**config.mk**
```make
export PLATFORM = sky130hd
export DESIGN_NAME = bootram_ctrl
export DESIGN_NICKNAME = d
export VERILOG_FILES = /design/src/rtl/bootram_ctrl_pkg.sv /design/src/rtl/bootram_ctrl.sv
export SDC_FILE = /design/constraint.sdc
export NUM_CORES = 1
export LEC_CHECK = 0
export CAP_MARGIN = 40
export CORE_ASPECT_RATIO = 0.6
export CORE_UTILIZATION = 33
export DETAILED_ROUTE_END_ITERATION = 10
export GPL_TIMING_DRIVEN = 0
export PLACE_DENSITY = 0.81
export SETUP_SLACK_MARGIN = 0.5
export SYNTH_ARGS = -nofsm -noshare
export SYNTH_HDL_FRONTEND = slang
export SYNTH_SLANG_ARGS = --single-unit
```
**constraint.sdc**
```tcl
create_clock -name clk -period 1.7 [get_ports clk]
set_input_delay 0.255 -clock clk [delete_from_list [all_inputs] [get_ports clk]]
set_output_delay 0.255 -clock clk [all_outputs]
set_load 0.05 [all_outputs]
```
**src/rtl/bootram_ctrl_pkg.sv**
```systemverilog
// Shared constants for the boot RAM controller: FSM encoding, lane count, capacity helpers.
// Purely declarative, no latency or backpressure of its own.
package bootram_ctrl_pkg;

  localparam int LANES          = 4;
  localparam int ADDR_W_DEFAULT = 11;
  localparam int RAM_BYTES      = LANES * (2 ** ADDR_W_DEFAULT);

  typedef logic [2:0] state_t;

  localparam state_t ST_IDLE    = 3'd0;
  localparam state_t ST_RD_WAIT = 3'd1;
  localparam state_t ST_RD_ACK  = 3'd2;
  localparam state_t ST_WR_ACK  = 3'd3;
  localparam state_t ST_LOAD    = 3'd4;
  localparam state_t ST_LD_FIN  = 3'd5;

  function automatic int ram_bytes(input int addr_w);
    return LANES * (2 ** addr_w);
  endfunction

  function automatic logic [3:0] lane_onehot(input logic [1:0] lane);
    return 4'b0001 << lane;
  endfunction

endpackage

```
**src/rtl/bootram_ctrl.sv**
```systemverilog
// Boot RAM master: arbitrates PicoRV32 bus and byte loader onto four BSRAM byte lanes.
// Latency: read 2 clk valid->ready, write 1 clk, loader 1 byte/clk; CPU stalls during a load.
// Optional write lock after a completed load: define BOOTRAM_CTRL_WPROT_EN.
module bootram_ctrl
  import bootram_ctrl_pkg::*;
#(
  parameter int ADDR_W = 11,
  parameter int LANES  = 4
) (
  input  logic                 clk,
  input  logic                 resetn,
  input  logic                 mem_valid,
  input  logic                 mem_sel,
  input  logic [ADDR_W+1:0]    mem_addr,
  input  logic [LANES-1:0]     mem_wstrb,
  input  logic [8*LANES-1:0]   mem_wdata,
  output logic [8*LANES-1:0]   mem_rdata,
  output logic                 mem_ready,
  input  logic                 ld_valid,
  input  logic [7:0]           ld_data,
  input  logic                 ld_last,
  output logic                 ld_ready,
  output logic                 ld_done,
  output logic                 ld_ovf,
  output logic [LANES-1:0]     ram_ce,
  output logic [LANES-1:0]     ram_wre,
  output logic [ADDR_W-1:0]    ram_ad,
  output logic [8*LANES-1:0]   ram_din,
  input  logic [8*LANES-1:0]   ram_dout
`ifdef BOOTRAM_CTRL_WPROT_EN
  ,
  output logic                 wprot_err
`endif
);

  localparam int CNT_W = ADDR_W + 3;
  localparam logic [CNT_W-1:0] CNT_MAX = CNT_W'(ram_bytes(ADDR_W));

  state_t               state_q, state_d;
  logic [CNT_W-1:0]     cnt_q;
  logic                 ovf_q;
  logic [8*LANES-1:0]   rdata_q;
  logic                 cpu_req;
  logic                 wr_start;
  logic                 ld_accept;
  logic                 cnt_full;
  logic                 wr_allow;
  logic                 unused_addr_bits;

  assign unused_addr_bits = ^mem_addr[1:0];

  assign cpu_req   = mem_valid & mem_sel;
  assign wr_start  = (state_q == ST_IDLE) & ~ld_valid & cpu_req & (mem_wstrb != '0);
  assign ld_accept = (state_q == ST_LOAD) & ld_valid;
  assign cnt_full  = (cnt_q == CNT_MAX);

  assign mem_ready = (state_q == ST_RD_ACK) | (state_q == ST_WR_ACK);
  assign mem_rdata = rdata_q;
  assign ld_ready  = (state_q == ST_LOAD);
  assign ld_done   = (state_q == ST_LD_FIN);
  assign ld_ovf    = ovf_q;

`ifdef BOOTRAM_CTRL_WPROT_EN
  logic lock_q;
  logic blocked_q;

  // Lock arms on load completion and is released only by the next load session.
  always_ff @(posedge clk or negedge resetn) begin
    if (!resetn) begin
      lock_q    <= 1'b0;
      blocked_q <= 1'b0;
    end else begin
      if ((state_q == ST_IDLE) && ld_valid) begin
        lock_q <= 1'b0;
      end else if (state_q == ST_LD_FIN) begin
        lock_q <= 1'b1;
      end
      blocked_q <= wr_start & lock_q;
    end
  end

  assign wr_allow  = ~lock_q;
  assign wprot_err = blocked_q;
`else
  assign wr_allow  = 1'b1;
`endif

  always_comb begin
    state_d = state_q;
    ram_ce  = '0;
    ram_wre = '0;
    ram_ad  = '0;
    ram_din = '0;
    case (state_q)
      ST_IDLE: begin
        if (ld_valid) begin
          state_d = ST_LOAD;
        end else if (cpu_req) begin
          ram_ad = mem_addr[ADDR_W+1:2];
          if (mem_wstrb == '0) begin
            ram_ce  = '1;
            state_d = ST_RD_WAIT;
          end else begin
            if (wr_allow) begin
              ram_ce  = mem_wstrb;
              ram_wre = mem_wstrb;
            end
            ram_din = mem_wdata;
            state_d = ST_WR_ACK;
          end
        end
      end
      ST_RD_WAIT: state_d = ST_RD_ACK;
      ST_RD_ACK:  state_d = ST_IDLE;
      ST_WR_ACK:  state_d = ST_IDLE;
      ST_LOAD: begin
        if (ld_valid) begin
          // Bytes past capacity are still acknowledged but never reach the lanes.
          if (!cnt_full) begin
            ram_ce  = lane_onehot(cnt_q[1:0]);
            ram_wre = lane_onehot(cnt_q[1:0]);
            ram_ad  = cnt_q[ADDR_W+1:2];
          end
          ram_din = {LANES{ld_data}};
          if (ld_last) begin
            state_d = ST_LD_FIN;
          end
        end
      end
      ST_LD_FIN:  state_d = ST_IDLE;
      default:    state_d = ST_IDLE;
    endcase
  end

  always_ff @(posedge clk or negedge resetn) begin
    if (!resetn) begin
      state_q <= ST_IDLE;
      cnt_q   <= '0;
      ovf_q   <= 1'b0;
      rdata_q <= '0;
    end else begin
      state_q <= state_d;
      if ((state_q == ST_IDLE) && ld_valid) begin
        cnt_q <= '0;
      end else if (ld_accept && !cnt_full) begin
        cnt_q <= cnt_q + 1'b1;
      end
      if (ld_accept && cnt_full) begin
        ovf_q <= 1'b1;
      end
      // Lane data is valid the clock after the CE edge.
      if (state_q == ST_RD_WAIT) begin
        rdata_q <= ram_dout;
      end
    end
  end

endmodule

```
## Word level (Yosys, flattened, before mapping)

Index checks and enable logic that the tools add are counted.

| word-level totals | value |
|---|---|
| memories kept | 0 |
| bits in writable memories | 0 |
| bits in latches | 0 |
| bits of input ports | 95 |
| output and inout port bits | 87 |
| register bits | 50 |
| ROM bits | 0 |
| logic and storage cells | 54 |

| cells by class | value |
|---|---|
| add/sub/neg operators | 1 |
| reductions and logical operators | 8 |
| shifts and indexed selects | 1 |
| equal/unequal tests | 9 |
| divide/modulo/power cells | 0 |
| magnitude comparators | 0 |
| bitwise operators | 3 |
| multiply operators | 0 |
| muxes and demuxes | 28 |

Operators by type and width:

| cell | number |
|---|---|
| $mux W32 | 4 |
| $pmux W32 S2 | 1 |
| $mux W11 | 4 |
| $mux W4 | 8 |
| $mux W14 | 2 |
| $pmux W11 S2 | 1 |
| $pmux W4 S2 | 2 |
| $add A14 B1 Y14 const B | 1 |
| $eq A14 B14 Y1 const B | 1 |
| $mux W3 | 4 |
| $pmux W3 S3 | 1 |
| $eq A3 B2 Y1 const B | 2 |
| $eq A3 B3 Y1 const B | 2 |
| $logic_not A4 Y1 | 1 |
| $ne A2 B2 Y1 const B | 2 |
| $shl A1 B2 Y4 const A | 1 |
| $eq A3 B1 Y1 const B | 1 |
| $logic_and A1 B1 Y1 | 3 |
| $logic_not A3 Y1 | 1 |
| $ne A3 B3 Y1 const B | 1 |
| $reduce_and A3 Y1 | 1 |
| $and A1 B1 Y1 | 2 |
| $mux W2 | 1 |
| $reduce_bool A2 Y1 | 1 |
| 2 further kinds | 2 |

## Longest topological paths before layout

Gate-level depths: netlist of run 1.

| logic depth | value |
|---|---|
| depth in word-level cells | 5 |
| mapped depth | 7 |
| depth with buffers taken out | 6 |

## Least setup slack after synthesis of run 1

No wires, ideal clock.

| path | value |
|---|---|
| path type | reg-to-output |
| start | register state_q[1] |
| end | output port ram_ce[2] |
| setup slack | -497 ps |
| required time | 1445 ps |
| buffers on the path | 1 |
| arrival | 1942 ps |
| cell stages (with the launch flop) | 5 |
| cells stage by stage | dfrtp_1 buf_2 nor4_4 a32o_1 nand2b_1 |

| between the ends | value |
|---|---|
| cells in the longest elaborated chain, start to end | 2 |
| elaborated cells between the ends (all ways) | 3 |

RTL lines:

| element | RTL line | text |
|---|---|---|
| start, declared | bootram_ctrl.sv:39 | `state_t state_q, state_d;` |
| start signal, assigned | bootram_ctrl.sv:142 | `state_q <= state_d;` |
| $eq A3 B3 Y1 or $logic_not A3 Y1 (tied branches) | bootram_ctrl.sv:94 | `case (state_q)` |
| $pmux W4 S2 (*) | bootram_ctrl.sv:94 |  |
| end, declared | bootram_ctrl.sv:25 | `output logic [LANES-1:0] ram_ce,` |

Every way passes the cells marked *; elsewhere a longest branch is shown, timed or not.

## Worst setup path after layout of run 1

| path | value |
|---|---|
| start | register state_q[0] |
| end | output port ram_din[8] |

| between the ends | value |
|---|---|
| cells in the longest elaborated chain, start to end | 2 |
| elaborated cells between the ends (all ways) | 3 |

RTL lines:

| element | RTL line | text |
|---|---|---|
| $eq A3 B3 Y1 or $logic_not A3 Y1 (tied branches) | bootram_ctrl.sv:94 |  |
| $pmux W32 S2 (*) | bootram_ctrl.sv:94 |  |
| end, declared | bootram_ctrl.sv:28 | `output logic [8*LANES-1:0] ram_din,` |

Marks and branches as above.

==> results.md, run 1 <==
- Initial antenna violation count: 0
- Tot GR Track Use: 0.269
- Final worst slack: -0.587 ns
- Routed WL per cell: roughly 24 µm
- Die footprint: roughly 0.0087 mm²
- Period minus WS final: between 2 and 2.5 ns
- Peak supply drop: 0.863 mV
- Seq cells post-synth: 50
- Critical Path Fanout Max: 7
- Critical path type: reg2out
- Layout cells sized above 1: 0.594
- # nets final: between 500 and 600
- Worst reg2reg startpoint: state_q[0]
- Final Slew Violations: 0
- Final hold viol count: 0
- Worst-case reg-to-reg path depth: 8
- Total CTS buffers: 5
- Pin count of the biggest net entering global routing: 37
- Cells after synthesis: 244
- Area of the multi-input gates: about 0.0021 mm²
- IO buf count: between 150 and 200
- Vias/cell: 5.48
- Final core occ: 0.818
- Clock sink total: 50
- Fin crit share: 1.35
- Yosys top cell area share: 0.457
- Core ar.: between 0.007 and 0.008 mm²
- Maxcap violations: 0
- Initial drt markers: 214
- Die X: 120 µm
- Syn_nets: between 300 and 400
- Post-synthesis area per instance: 11.2 µm²
- Startpoint Class: register
- Crit. End Element: output pin
- Fillers: about 410
- CTS clk-pin slew, worst paths: ~0.070 ns
- CP endpoint: ram_din[8]
- Power Total: just over 10 mW
- Critical Path AT: ~2.0 ns
- Failing checks: negative setup slack
- Setup Viol. Count Final: between 60 and 70
- Initial Utilization: 0.344
- Hold WC Path Type: in2async
- CTS H-tree depth: 2
- Vias: 3247
- Setup TNS: -29.29 ns
- Unrepaired setup endpoints after global routing: true
- ANT nets after route: 0
- Gr ovfl total: 0
- Power Dens Cells: around 1600 mW/mm²
- Slew headroom: 0.736
- FF-to-FF End: cnt_q[10]
- Most used DFF post-synth: dfrtp_1
- Clock Path Buffers: 2
- Row Count: 25
- Setup slack, reg-to-reg: -0.41 ns
- First-pass GRT wire length: around 18 mm
- Vias in the first global route: between 3000 and 4000
- Root Driver: clkbuf_16
- Top cells by area, synth: dfrtp_1 46%, a22o_1 15%, mux2_2 13%
- Distinct cell type count after synthesis: 35
- HPWL after detailed placement: approximately 7.4 mm
- DRT Wirelength: between 10 and 15 mm
- Outcome: finished with violations
- Io pins: roughly 180
- Req. time, crit path: about 1.4 ns
- Synth warn: 0
- Synth-to-layout area growth: 138%
- Critical Path Start: state_q[0]
- Pre-Repair DR Iteration Count: 4
- Gpl congestion: 0.825
- Async S/R FF share, synth: 1.00
- Worst-Margin Slew: between 0.3 and 0.4 ns
- Number of synthesized flops with an enable pin: 0
- Mapped cell area: between 0.002 and 0.003 mm²
- Leak Pwr: between 3 and 4 nW
- Synth area leader: dfrtp_1
- Ant diodes: 0
- CTS tree: yes
- Sequential fraction of the synthesis area: 0.457
- Worst-skew pair later-pin latency: between 0.2 and 0.3 ns
- Sequential cell area: between 0.001 and 0.0015 mm²
- Fmax: 437 MHz
- Final Skew: about 0.0033 ns
- Die Y: 72.5 µm
- Number of remaining DRC errors: 0
-- sequential cells by signal, summed over array words and instances (netlist names) --
| name | count |
|---|---|
| state_q | 3 |
| cnt_q | 14 |
| mem_rdata | 32 |
| ld_ovf | 1 |
-- cells in the mapped netlist, drive strengths merged, types with 6 or more instances --
cell type	count
mux2	32
o21ai	7
clkbuf	6
buf	12
nand2	7
a22o	48
nor2	13
nand4	6
dfrtp	50
nand3	10
-- final cells by class --
| type | instances | area share |
|---|---|---|
| repair buffers | 233 | 0.390 |
| multi-input cells | 171 | 0.327 |
| flip-flops and latches | 50 | 0.193 |
| plain buffers | 18 | 0.0416 |
| well taps | 108 | 0.0208 |
| clock buffers | 5 | 0.0192 |
| clock inverters | 3 | 0.00616 |
| inverters | 5 | 0.00289 |
-- critical path: stages, from the launching register on --
cell	delay [ns]
dfrtp_1	0.39
buf_6	0.13
nor4_4	0.32
nor2b_2	0.21
buf_6	0.11
buf_12	0.14
buf_8	0.14
a22o_4	0.14
buf_8	0.14
-- cell usage in the layout (no fill, tap or decap), types with 4 or more instances in the layout --
cell	Yosys	routed
nand3_2	0	5
buf_12	0	6
clkbuf_4	0	5
buf_6	0	29
buf_2	8	29
dlygate4sd2_1	0	6
mux2_4	0	31
clkbuf_16	0	9
nand3_1	10	5
ha_1	5	4
nor2_4	0	4
buf_8	0	63
nor2_1	13	9
a22o_4	0	47
dfrtp_1	50	47
xor2_1	5	5
or3_1	5	5
nand4_1	6	6
buf_4	4	21
clkdlybuf4s50_1	0	84
-- worst min-delay path by stage --
stage,start,cells after the start,to,slack [ns]
floorplan,resetn,0,cnt_q[0],-0.04
global placement,ld_ovf,2,ld_ovf,0.45
detailed placement,resetn,1,ld_ovf,0.18
CTS,resetn,2,mem_rdata[3],0.41
global route,resetn,2,mem_rdata[1],0.44
finish,resetn,2,ld_ovf,0.42
-- power by group --
| part | switching, mW | internal (mW) | leakage (nW) | total (mW) |
|---|---|---|---|---|
| clock | 0.452 | 0.690 | 0.0836 | 1.14 |
| sequential | 0.288 | 1.63 | 0.621 | 1.92 |
| combinational | 4.02 | 3.03 | 2.34 | 7.04 |
-- logic make-up after synthesis --
kind of cell    share of synthesized area
compound gates                      0.187
xor+xnor                           0.0192
fa+ha+maj                          0.0229
buf+inv                            0.0407
flops                               0.457
mux                                 0.135
simple gates                        0.137
-- metal layers --
metal	vias to the layer above	global-route usage	wire (µm)
li1	1410	-	-
met4	0	0.0986	447
met5	-	0	0
met3	42	0.0660	688
met2	139	0.434	7050
met1	1656	0.353	5990
-- stage by stage --
stage,instances,hold WS [ns],worst slack (ns),cell area [µm²]
CTS,568,0.414,-0.486,5770
global placement,531,0.454,-1.48,4810
floorplan,244,-0.0406,-0.226,2880
finish,593,0.417,-0.587,6500
detailed placement,532,0.178,-1.53,4820
global route,593,0.441,-0.621,6500
-- timing repair --
action                                  4_1_cts  5_1_grt
gates cloned                                  3        5
hold buffers                                  1        0
pin swaps                                    12       23
gates resized for setup                     670      139
endpoints found under the hold margin        14        0
buffers inserted                             24       20
endpoints found under the setup margin      135      107
Note: power is estimated with default switching activity, not from simulation.
==> run 2: changes to the inputs <==
Settings changed: PLACE_DENSITY 0.81 to not set, PLACE_DENSITY_LB_ADDON set to 0.1.
==> results.md, run 2 (synthesis gave the netlist of run 1 again) <==
- Outcome: finished with violations
- Failing checks: negative hold slack, negative setup slack
- Pin count of the biggest net entering global routing: 28 (-24%)
- DRT Wirelength: 10.9 mm (-23%)
- Post-route insts no fill: 581 (-2.0%)
- Power Total: 9.30 mW (-8.0%)
- Synth-to-layout area growth: 120%
- Setup TNS: -27.45 ns (+1.85 ns)
- Worst-case reg-to-reg path depth: 7 (-1)
- Worst-skew pair later-pin latency: 0.29 ns (about the same)
- Routed WL per cell: 18.8 µm (-22%)
- Critical Path Fanout Max: 5 (-2)
- Startpoint Class: register
- Worst reg2reg startpoint: state_q[1]
- Critical path type: reg2out
- Vias: 3001 (-7.6%)
- First-pass GRT wire length: 16.0 mm (-9.0%)
- Final Slew Violations: 0 (unchanged)
- Hold WC Path Type: in2async
- Unrepaired setup endpoints after global routing: true
- Slew headroom: 0.553 (-0.183)
- Tot GR Track Use: 0.241 (-0.0281)
- CTS tree: yes
- Critical Path Start: cnt_q[0]
- Die X: 120 µm (unchanged)
- Ant diodes: 0 (unchanged)
- FF-to-FF End: cnt_q[12]
- Most frequent cells in the layout: 84 x clkdlybuf4s50_1, 48 x dfrtp_1, 46 x buf_8
- Power Dens Cells: 1550 mW/mm² (-0.41%)
- Number of remaining DRC errors: 0 (unchanged)
- Hold Slack: -0.00108 ns (-0.418 ns)
- Initial drt markers: 172 (-20%)
- Placed cells: 532 (unchanged)
- Commonest non-fill, non-tap cell in the layout: clkdlybuf4s50_1
- Final Skew: 0.00603 ns (+0.00275 ns)
- Worst-Margin Slew: 0.671 ns (+0.278 ns)
- Final hold viol count: 2 (+2)
- Crit. End Element: output pin
- Layout cells sized above 1: 0.584 (-0.0103)
- Setup slack, reg-to-reg: -0.25 ns (+0.16 ns)
- Total CTS buffers: 5 (unchanged)
- Core ar.: 0.00795 mm² (unchanged)
- Fillers: 500 (+23%)
- Fmax: 450 MHz (+2.8%)
- Die Y: 72.5 µm (unchanged)
- CTS H-tree depth: 2 (unchanged)
- Gpl congestion: 0.760 (-7.9%)
- Critical Path AT: 1.97 ns (-0.06 ns)
- Clock Path Buffers: 2 (unchanged)
- Root Driver: clkbuf_16
- Req. time, crit path: 1.44 ns (about the same)
- Maxcap violations: 0 (unchanged)
- Initial antenna violation count: 0 (unchanged)
- Setup Viol. Count Final: 94 (+52%)
- Leak Pwr: 2.76 nW (-9.5%)
- Peak supply drop: 0.939 mV (+8.8%)
- Clock sink total: 50 (unchanged)
- Vias/cell: 5.17 (-5.7%)
- CTS clk-pin slew, worst paths: 0.07 ns (about the same)
- Fin crit share: 1.31 (-0.0365)
- Max FFs per register: 32 (unchanged)
- HPWL after detailed placement: 7.01 mm (-5.2%)
- Final worst slack: -0.525 ns (+0.0621 ns)
- Row Count: 25 (unchanged)
- Die footprint: 0.00867 mm² (unchanged)
- Hold Buf Count CTS: 0 (-1)
- Vias in the first global route: 3000 (-4.9%)
- IO buf count: 179 (unchanged)
- CP endpoint: ram_ce[0]
- ANT nets after route: 0 (unchanged)
- Place WS: -1.54 ns (-0.00490 ns)
- Period minus WS final: 2.22 ns (-0.0621 ns)
- # nets final: 573 (-1.9%)
- Io pins: 182 (unchanged)
- Final core occ: 0.756 (-0.0622)
- Pre-Repair DR Iteration Count: 4 (unchanged)
- Gr ovfl total: 0 (unchanged)
- Initial Utilization: 0.344 (unchanged)
## run 2: cell types whose count changed in the layout (fill, tap and decap cells not counted), sizes merged
cell         previous run  this run
dlygate4sd3             1         0
buf                   150       137
clkinv                  2         0
dlygate4sd2             6         3
clkbuf                 14        21
## run 2: layer usage
layer  up-vias  share of wire  global-route usage
met5         -              0                   0
met4         0          0.011              0.0514
met3        11          0.045              0.0574
met2        83           0.50               0.381
met1      1525           0.45               0.336
li1       1382              -                   -
## run 2: area by class of cell
class / instances / area, µm² / area share
inverters: 5 / 18.8 / 0.00312
repair buffers: 222 / 2300 / 0.383
clock inverters: 1 / 30.0 / 0.00500
clock buffers: 6 / 139 / 0.0231
multi-input cells: 171 / 1860 / 0.309
flip-flops and latches: 50 / 1250 / 0.209
plain buffers: 18 / 272 / 0.0452
well taps: 108 / 135 / 0.0225
## run 2: through the flow
step	area, µm²	hold slack [ns]
2_1_floorplan	2880	-0.0406
6_report	6010	-0.00108
3_3_place_gp	4810	0.456
3_5_place_dp	4830	0.321
5_1_grt	6010	0.0305
4_1_cts	5750	0.0109
## run 2: how the worst min path moves through the flow
stage | from | endpoint | slack (ns)
floorplan | resetn | cnt_q[0] | -0.04
global placement | ld_ovf | ld_ovf | 0.46
detailed placement | resetn | mem_rdata[18] | 0.32
CTS | resetn | mem_rdata[18] | 0.01
global route | resetn | mem_rdata[18] | 0.03
finish | resetn | mem_rdata[18] | -0.001
## run 2: timing repair
| action | in CTS | in global routing |
|---|---|---|
| pin swaps | 8 | 13 |
| gates cloned | 4 | 0 |
| resized for setup | 661 | 54 |
| endpoints found under the hold margin | 0 | 0 |
| setup buffers | 27 | 11 |
| endpoints found under the setup margin | 135 | 108 |
## run 2: power by group
group          leakage [nW]  total, mW  switching, mW  internal [mW]
clock network        0.0829       1.15          0.422          0.726
registers             0.623       1.88          0.246           1.63
logic                  2.05       6.28           3.71           2.56
total                  2.76       9.30           4.38           4.92
## run 2: critical path, cell delays in order, from the launching register on
cell and delay (ns):
dfrtp_2 0.42, inv_2 0.09, ha_4 0.14, nor4b_4 0.20, nand4_1 0.21, and2_4 0.23, a22o_4 0.25, buf_8 0.15
